--- src/rtl/memwb.sv ---
// Memory/write-back stage: load/store over a req/ack bus, load formatting, rd write and next PC.
// Latency: 2 cycles to done_o without a bus access, 2 + N with one (N = cycles until ack, capped by TIMEOUT).
// Backpressure: mem_req_o is held until mem_ack_i; done_o is held until stage_i leaves MEM_STAGE.
module memwb #(
  parameter int MEM_STAGE = 4,
  parameter int TIMEOUT   = 16
) (
  input  logic        clk,
  input  logic        reset,
  input  logic [2:0]  stage_i,
  input  logic [4:0]  itype_i,
  input  logic [31:0] ir_i,
  input  logic [31:0] y_i,
  input  logic [31:0] pass_i,
  input  logic [31:0] pc_i,
  output logic        mem_req_o,
  output logic        mem_we_o,
  output logic [31:0] mem_addr_o,
  output logic [31:0] mem_wdata_o,
  output logic [3:0]  mem_be_o,
  input  logic [31:0] mem_rdata_i,
  input  logic        mem_ack_i,
  output logic        rd_we_o,
  output logic [4:0]  rd_addr_o,
  output logic [31:0] rd_data_o,
  output logic [31:0] pc_next_o,
  output logic        done_o,
  output logic [1:0]  fault_o
);

  localparam logic [4:0] RTYPE  = 5'd0;
  localparam logic [4:0] ITYPE  = 5'd1;
  localparam logic [4:0] STYPE  = 5'd2;
  localparam logic [4:0] BTYPE  = 5'd3;
  localparam logic [4:0] UTYPE  = 5'd4;
  localparam logic [4:0] LTYPE  = 5'd5;
  localparam logic [4:0] JRTYPE = 5'd6;

  localparam logic [2:0] STAGE   = 3'(MEM_STAGE);
  localparam logic [7:0] TO_LAST = 8'(TIMEOUT - 1);

  localparam logic [1:0] FAULT_MISALIGN = 2'd1;
  localparam logic [1:0] FAULT_TIMEOUT  = 2'd2;

  typedef enum logic [1:0] {IDLE, ACCESS, WB, DONE} state_t;

  state_t      state;
  logic [4:0]  itype_q;
  logic [2:0]  funct3_q;
  logic [4:0]  rd_q;
  logic [31:0] y_q;
  logic [31:0] pc_q;
  logic [7:0]  wait_cnt;

  // Only funct3 and rd are needed from the instruction word.
  logic unused_ir;
  assign unused_ir = &{1'b0, ir_i[31:15], ir_i[6:0]};

  logic [2:0] funct3_in;
  logic [4:0] rd_in;
  logic       is_mem_in;
  assign funct3_in = ir_i[14:12];
  assign rd_in     = ir_i[11:7];
  assign is_mem_in = (itype_i == LTYPE) || (itype_i == STYPE);

  function automatic logic misaligned(input logic [2:0] f3, input logic [1:0] lo);
    logic bad;
    bad = 1'b0;
    if (f3 == 3'b011 || f3 == 3'b110 || f3 == 3'b111) bad = 1'b1;
    else if (f3[1:0] == 2'b01 && lo[0])               bad = 1'b1;
    else if (f3[1:0] == 2'b10 && lo != 2'b00)         bad = 1'b1;
    return bad;
  endfunction

  function automatic logic [3:0] access_be(input logic [2:0] f3, input logic [1:0] lo);
    logic [3:0] be;
    case (f3[1:0])
      2'b00:   be = 4'b0001 << lo;
      2'b01:   be = lo[1] ? 4'b1100 : 4'b0011;
      default: be = 4'b1111;
    endcase
    return be;
  endfunction

  function automatic logic [31:0] store_data(input logic [2:0] f3, input logic [31:0] d);
    logic [31:0] w;
    case (f3[1:0])
      2'b00:   w = {4{d[7:0]}};
      2'b01:   w = {2{d[15:0]}};
      default: w = d;
    endcase
    return w;
  endfunction

  function automatic logic [31:0] load_fmt(input logic [2:0] f3, input logic [1:0] lo,
                                           input logic [31:0] rdata);
    logic [7:0]  b;
    logic [15:0] h;
    logic [31:0] v;
    b = rdata[{lo, 3'b000} +: 8];
    h = lo[1] ? rdata[31:16] : rdata[15:0];
    case (f3)
      3'b000:  v = {{24{b[7]}}, b};
      3'b100:  v = {24'd0, b};
      3'b001:  v = {{16{h[15]}}, h};
      3'b101:  v = {16'd0, h};
      default: v = rdata;
    endcase
    return v;
  endfunction

  function automatic logic wb_we(input logic [4:0] it, input logic [4:0] rd, input logic load_ok);
    logic we;
    case (it)
      RTYPE, ITYPE, UTYPE, JRTYPE: we = 1'b1;
      LTYPE:                       we = load_ok;
      default:                     we = 1'b0;
    endcase
    return we && (rd != 5'd0);
  endfunction

  function automatic logic [31:0] wb_data(input logic [4:0] it, input logic [31:0] y,
                                          input logic [31:0] pc, input logic [31:0] ldata);
    logic [31:0] d;
    case (it)
      RTYPE, ITYPE, UTYPE: d = y;
      LTYPE:               d = ldata;
      JRTYPE:              d = pc + 32'd4;
      default:             d = 32'd0;
    endcase
    return d;
  endfunction

  function automatic logic [31:0] wb_pc(input logic [4:0] it, input logic [31:0] y,
                                        input logic [31:0] pc);
    logic [31:0] p;
    case (it)
      BTYPE:   p = y;
      JRTYPE:  p = y & ~32'd1;
      default: p = pc + 32'd4;
    endcase
    return p;
  endfunction

  always_ff @(posedge clk or negedge reset) begin
    if (!reset) begin
      state       <= IDLE;
      itype_q     <= 5'd0;
      funct3_q    <= 3'd0;
      rd_q        <= 5'd0;
      y_q         <= 32'd0;
      pc_q        <= 32'd0;
      wait_cnt    <= 8'd0;
      mem_req_o   <= 1'b0;
      mem_we_o    <= 1'b0;
      mem_addr_o  <= 32'd0;
      mem_wdata_o <= 32'd0;
      mem_be_o    <= 4'd0;
      rd_we_o     <= 1'b0;
      rd_addr_o   <= 5'd0;
      rd_data_o   <= 32'd0;
      pc_next_o   <= 32'd0;
      done_o      <= 1'b0;
      fault_o     <= 2'd0;
    end else begin
      case (state)
        IDLE: begin
          if (stage_i == STAGE) begin
            itype_q   <= itype_i;
            funct3_q  <= funct3_in;
            rd_q      <= rd_in;
            y_q       <= y_i;
            pc_q      <= pc_i;
            rd_addr_o <= rd_in;
            wait_cnt  <= 8'd0;
            if (is_mem_in && !misaligned(funct3_in, y_i[1:0])) begin
              state       <= ACCESS;
              mem_req_o   <= 1'b1;
              mem_we_o    <= (itype_i == STYPE);
              mem_addr_o  <= {y_i[31:2], 2'b00};
              mem_be_o    <= access_be(funct3_in, y_i[1:0]);
              mem_wdata_o <= store_data(funct3_in, pass_i);
            end else begin
              // Non-memory classes and misaligned accesses both skip the bus.
              state     <= WB;
              rd_we_o   <= wb_we(itype_i, rd_in, 1'b0);
              rd_data_o <= wb_data(itype_i, y_i, pc_i, 32'd0);
              pc_next_o <= wb_pc(itype_i, y_i, pc_i);
              if (is_mem_in) fault_o <= FAULT_MISALIGN;
            end
          end
        end
        ACCESS: begin
          if (mem_ack_i) begin
            state     <= WB;
            mem_req_o <= 1'b0;
            mem_we_o  <= 1'b0;
            rd_we_o   <= wb_we(itype_q, rd_q, 1'b1);
            rd_data_o <= wb_data(itype_q, y_q, pc_q, load_fmt(funct3_q, y_q[1:0], mem_rdata_i));
            pc_next_o <= wb_pc(itype_q, y_q, pc_q);
          end else if (wait_cnt == TO_LAST) begin
            state     <= WB;
            mem_req_o <= 1'b0;
            mem_we_o  <= 1'b0;
            rd_we_o   <= 1'b0;
            rd_data_o <= 32'd0;
            pc_next_o <= wb_pc(itype_q, y_q, pc_q);
            fault_o   <= FAULT_TIMEOUT;
          end else begin
            wait_cnt <= wait_cnt + 8'd1;
          end
        end
        WB: begin
          state   <= DONE;
          rd_we_o <= 1'b0;
          done_o  <= 1'b1;
        end
        DONE: begin
          // Stay parked until the sequencer moves on, so a held stage cannot re-trigger.
          if (stage_i != STAGE) begin
            state  <= IDLE;
            done_o <= 1'b0;
          end
        end
        default: state <= IDLE;
      endcase
    end
  end

endmodule

--- config.mk ---
export PLATFORM = sky130hd
export DESIGN_NAME = memwb
export DESIGN_NICKNAME = d
export VERILOG_FILES = /design/src/rtl/memwb.sv
export SDC_FILE = /design/constraint.sdc
export NUM_CORES = 1
export LEC_CHECK = 0
export ABC_AREA = 1
export CAP_MARGIN = 20
export CELL_PAD_IN_SITES_DETAIL_PLACEMENT = 1
export CELL_PAD_IN_SITES_GLOBAL_PLACEMENT = 1
export CORE_MARGIN = 5
export CORE_UTILIZATION = 30
export DETAILED_ROUTE_END_ITERATION = 12
export GPL_TIMING_DRIVEN = 0
export PLACE_DENSITY_LB_ADDON = 0.1
export RECOVER_POWER = 50
export SYNTH_ARGS = -nofsm -noshare
export SYNTH_HDL_FRONTEND = slang
export SYNTH_SLANG_ARGS = --single-unit
export TNS_END_PERCENT = 1
--- constraint.sdc ---
create_clock -name clk -period 4.25 [get_ports clk]
set_input_delay 0.6375 -clock clk [delete_from_list [all_inputs] [get_ports clk]]
set_output_delay 0.6375 -clock clk [all_outputs]
set_load 0.01 [all_outputs]
Word-level counts from Yosys, hierarchy flattened
Cells that the tools add are included.

cells by class
  $add $sub $neg = 3
  mux-type cells = 60
  shift operators = 2
  eq/ne operators = 34
  reduce and logical (&&, ||, !) cells = 33

operators with widths
  kind                     number
  $pmux W32 S2             6
  $mux W32                 8
  $pmux W32 S4             1
  $pmux W32 S3             1
  $add A32 B3 Y32 const B  2
  $shiftx A32 B6 Y8        1
  $eq A5 B3 Y1 const B     6
  $mux W8                  3
  $mux W1                  22
  $mux W2                  9
  $mux W16                 1
  $ne A2 B2 Y1 const B     8
  $pmux W8 S2              1
  $reduce_and A4 Y1        4
  $eq A3 B3 Y1 const B     5
  $eq A5 B2 Y1 const B     3
  $eq A5 B1 Y1 const B     2
  $logic_not A5 Y1         2
  $reduce_bool A5 Y1       2
  $add A8 B1 Y8 const B    1
  $eq A8 B4 Y1 const B     1
  $pmux W2 S4              1
  $pmux W4 S2              1
  $eq A2 B2 Y1 const B     3
  22 further kinds         38

storage, ports and cells
  register bits after elaboration = 223
  output and inout bits = 143

Longest topological paths before layout
  depth in word-level cells = 16
  depth in mapped cells = 14
  depth with buffers taken out = 14

Worst setup path after synthesis
No wires, ideal clock.

  kind = input port to flip-flop
  from = input port ir_i[12]
  to = register mem_be_o[0]
  path buffers = 2
  required time = 4120 ps
  setup time = 130 ps
  arrival time = 1835 ps
  setup slack = 2285 ps
  cell stages on the path = 10
  path through = buf_2 nor2_4 nor2_1 a21oi_2 nand2_2 nor2_4 nand2_2 buf_4 nor2_1 a21oi_1

on the way
  word-level cells in the longest chain between the ends = 10

RTL lines
  element                      RTL line  text
  start, declared              12        input logic [31:0] ir_i,
  $eq A2 B2 Y1                 71        else if (f3[1:0] == 2'b10 && lo != 2'b00) bad = 1'b1;
  $logic_and A1 B1 Y1          71
  $mux W1                      71
  $mux W1                      70        else if (f3[1:0] == 2'b01 && lo[0]) bad = 1'b1;
  $mux W1                      69        if (f3 == 3'b011 || f3 == 3'b110 || f3 == 3'b111) bad = 1'b1;
  $mux W1                      168       if (stage_i == STAGE) begin
  $mux W1                      166       case (state)
  $logic_not A1 Y1             176       if (is_mem_in && !misaligned(funct3_in, y_i[1:0])) begin
  $logic_and A1 B1 Y1          176
  $reduce_and A3 Y1 (no line)  n/a
  end signal, assigned         181       mem_be_o <= access_be(funct3_in, y_i[1:0]);
  end, declared                20        output logic [3:0] mem_be_o,

Several ways; a longest one is shown, not always the timed one. The select of a mux whose other input is x is not followed.
A chain may end at the register's enable or synchronous reset.

Final worst setup path
  from = register state[0]
  to = register funct3_q[2]

on the way
  word-level cells in the longest chain between the ends = 2

RTL lines
  element                      RTL line  text
  start, declared              47        state_t state;
  start signal, assigned       147       state <= IDLE;
  start signal, assigned       177       state <= ACCESS;
  start signal, assigned       185       state <= WB;
  $logic_not A2 Y1             166
  $reduce_and A2 Y1 (no line)  n/a
  end signal, assigned         170       funct3_q <= funct3_in;
  end, declared                49        logic [2:0] funct3_q;

Every way passes these cells.

==> impl_metrics.ini <==
[grt]
grt_pass1_vias = 15800
grt_pass1_wl_um = 106000
grt_max_degree = 103
overflow = 0
antenna_found_initial = 1
grt_use_total_pct = 28.2

[run]
maxCapViolCount = 1

[floorplanning]
die_w_um = 222
start_util_pct = 30.4
die_area_um2 = 49200
fp.dieH_um = 222
fp-row-count = 77
core_um2 = 44300
io-pin-count = 314

[critical_path]
path_buf_inv = 4
rr_startpoint = state[0]
worstSetupPathType = reg -> reg
cp_max_fo = 10
cp-startpoint = state[0]
cp-start-kind = register
path_delay_family = buffers and inverters
crit_path_max_incr_delay_ns = 0.67
required_ns = 4.72
crit_arrival_ns = 3.59
path_cells = inv_1 -> ha_1 -> inv_1 -> nor2_1 -> clkbuf_1 -> clkbuf_1 -> nand2_1 -> o21ai_0
cpMaxStageDelayCell = clkbuf_1
cp-end-kind = register

[sta]
worst_pin_slew_ns = 1.71
finalSetupTns_ns = 0
rsz0062_at_grt = no
slew_headroom_pct = -14.0
max_freq_mhz = 321
setup_viol = 0
layout_setup_ws_ns = 1.13
skew_ns = 0.0244
maxSlewViolCount = 24
report.final.hold_viol_count = 0
timing.final.crit_period_ns = 3.12
min_period_over_period_pct = 73.4

[logic_synthesis]
yosysUniqueCellTypes = 43
postSynth.asyncResetShare_pct = 100
synth_common_cells = nand2_1 (668), dfrtp_1 (223), o21ai_0 (217), nor2_1 (189), inv_1 (158)
ys_ff_latch = 223
ys_seq_area_share_pct = 41.5
syn_area_um2 = 13500
synth_most_common_cell = nand2_1
synth_enable_flop_cells = 0
yosysTopAreaCellShare_pct = 41.5
ys_warn_count = 0
syn_avg_cell_area_um2 = 6.84
synth_cells = 1967
synth_largest_area_cell = dfrtp_1
yosys_most_used_dff = dfrtp_1
synth_area_leaders = dfrtp_1 (41%), nand2_1 (19%), o21ai_0 (8.1%)

[drt]
drt_pass1_iterations = 5
wl_per_cell_um = 24.8
vias = 15200
drt_wl_total_um = 71900
avgViaCountPerCell = 5.25
ant_nets = 0
drtIter0Drc = 1287
drcViolationCount = 0

[clock_tree]
clk_latency_ns = 0.58
cts_tree = yes
clkTransAtPathRegs_ns = 0.06
h-tree-depth = 1
post_cts_buffers = 0
cts_resized = 0
cts_hold_buf = 1
cts-root-buf = clkbuf_16
cts_max_path_buffers = 3
cts.sinks = 223
cts_made_buffers = 28

[run_status]
violations = max-capacitance violations, max-slew violations
status = finished, violations left

[pwr]
leakage_nw = 8.28
power-per-cell-area_nw_per_um2 = 595
max-vdd-ir-drop_uv = 283

[final_layout]
area_growth_pct = 34.6
num_antenna_cells = 0
filler_cell_count = 5605
final_layout_size_suffix_gt1_share_pct = 4.98
nNetsFinal = 2466

[placed_design]
hpwl_um = 58300
place_ws_ns = 0.789
port_buffers = 286
place_congestion = 0.944

[min_path]
holdCritPathClass = reg -> reg
hold_start = rd_data_o[22]
[routing by layer]
| metal | track usage [%] | up-vias | routed length [µm] |
|---|---|---|---|
| met1 | 39.2 | 7616 | 32600 |
| met2 | 46.8 | 461 | 33900 |
| met4 | 7.28 | 0 | 1920 |
| li1 | - | 7044 | - |
| met3 | 3.28 | 92 | 3550 |
| met5 | 0 | - | 0 |
[final timing paths]
kind                                  to  slack (ns)  depth (start not counted)
setup / recovery             funct3_q[2]        1.13                          8
hold / removal             rd_data_o[22]        0.47                          2
setup reg to reg             funct3_q[2]        1.13                          8
hold reg to reg            rd_data_o[22]        0.47                          2
max in group asynchronous  rd_data_o[10]        1.84                          3
min in group asynchronous  pc_next_o[27]        1.05                          2
[kinds of logic (layout without fill, tap and decap cells)]
family | count (synthesis) | count (layout) | share of synthesized area [%]
xor gates and xnor gates | 18 | 18 | 1.17
buffers and inverters | 268 | 607 | 8.27
adders and majority gates | 8 | 8 | 0.744
DFF | 223 | 223 | 41.5
and+or+nand+nor | 983 | 983 | 29.3
AOI/OAI and AO/OA | 466 | 466 | 19.0
other | 1 | 2 | 0.0279
[placed cells by master (no fill, tap or decap), drive strengths merged, types with 3 or more instances in the layout]
cell type	synthesis	layout
o21bai	3	3
nand3b	12	12
o21ai	221	221
bufinv	0	3
nand3	75	75
or2	5	5
buf	42	44
xnor2	6	6
a22o	7	7
a31oi	35	35
o22ai	12	12
nor3	6	6
clkinv	0	4
dlygate4sd3	0	52
a21oi	146	146
o31ai	4	4
clkdlybuf4s50	0	234
ha	8	8
nor2	194	194
o211ai	34	34
dfrtp	223	223
nand4	15	15
inv	169	169
clkbuf	57	100
xor2	12	12
nand2	673	673
[stage by stage]
step	std cells	instance area (µm²)	power, mW	utilization [%]	hold slack, ns
2_1_floorplan	1968	13500	5.81	-	0.342
3_3_place_gp	2846	17100	8.11	38.5	0.461
3_5_place_dp	2848	17100	8.20	38.6	0.466
4_1_cts	2899	18100	10.9	40.9	0.460
5_1_grt	2899	18100	11.4	40.9	0.501
6_report	2899	18100	10.8	40.9	0.472
[worst reg2reg max path, delay by kind of cell, from the launching register on]
kind	cells	cell delay, ns
buffers and inverters	4	1.51
DFF	1	0.40
AOI/OAI and AO/OA	1	0.16
adders and majority gates	1	0.26
and+or+nand+nor	2	0.70
[registers in the layout, indices dropped and copies added, names as in the netlist]
name	flops
done_o	1
fault_o	2
funct3_q	3
itype_q	5
mem_addr_o	30
mem_be_o	4
mem_req_o	1
mem_wdata_o	32
mem_we_o	1
pc_next_o	32
pc_q	32
rd_data_o	32
rd_q	5
rd_we_o	1
state	2
wait_cnt	8
y_q	32
[power breakdown]
| part | switching [mW] | total [mW] | internal, mW |
|---|---|---|---|
| Combinational | 3.03 | 4.72 | 1.68 |
| Sequential | 0.602 | 3.46 | 2.86 |
| Clock | 1.01 | 2.60 | 1.59 |
| Total | 4.65 | 10.8 | 6.13 |
[layout make-up]
cell class	instances	area, µm²	area share (%)
multi-input cells	1477	6760	37.3
repair buffers	289	2920	16.1
well taps	592	741	4.09
inverters	169	634	3.50
plain buffers	99	478	2.64
clock buffers	42	875	4.83
clock inverters	8	118	0.649
flip-flops and latches	223	5580	30.8
Power figures use the tool's default switching activity.
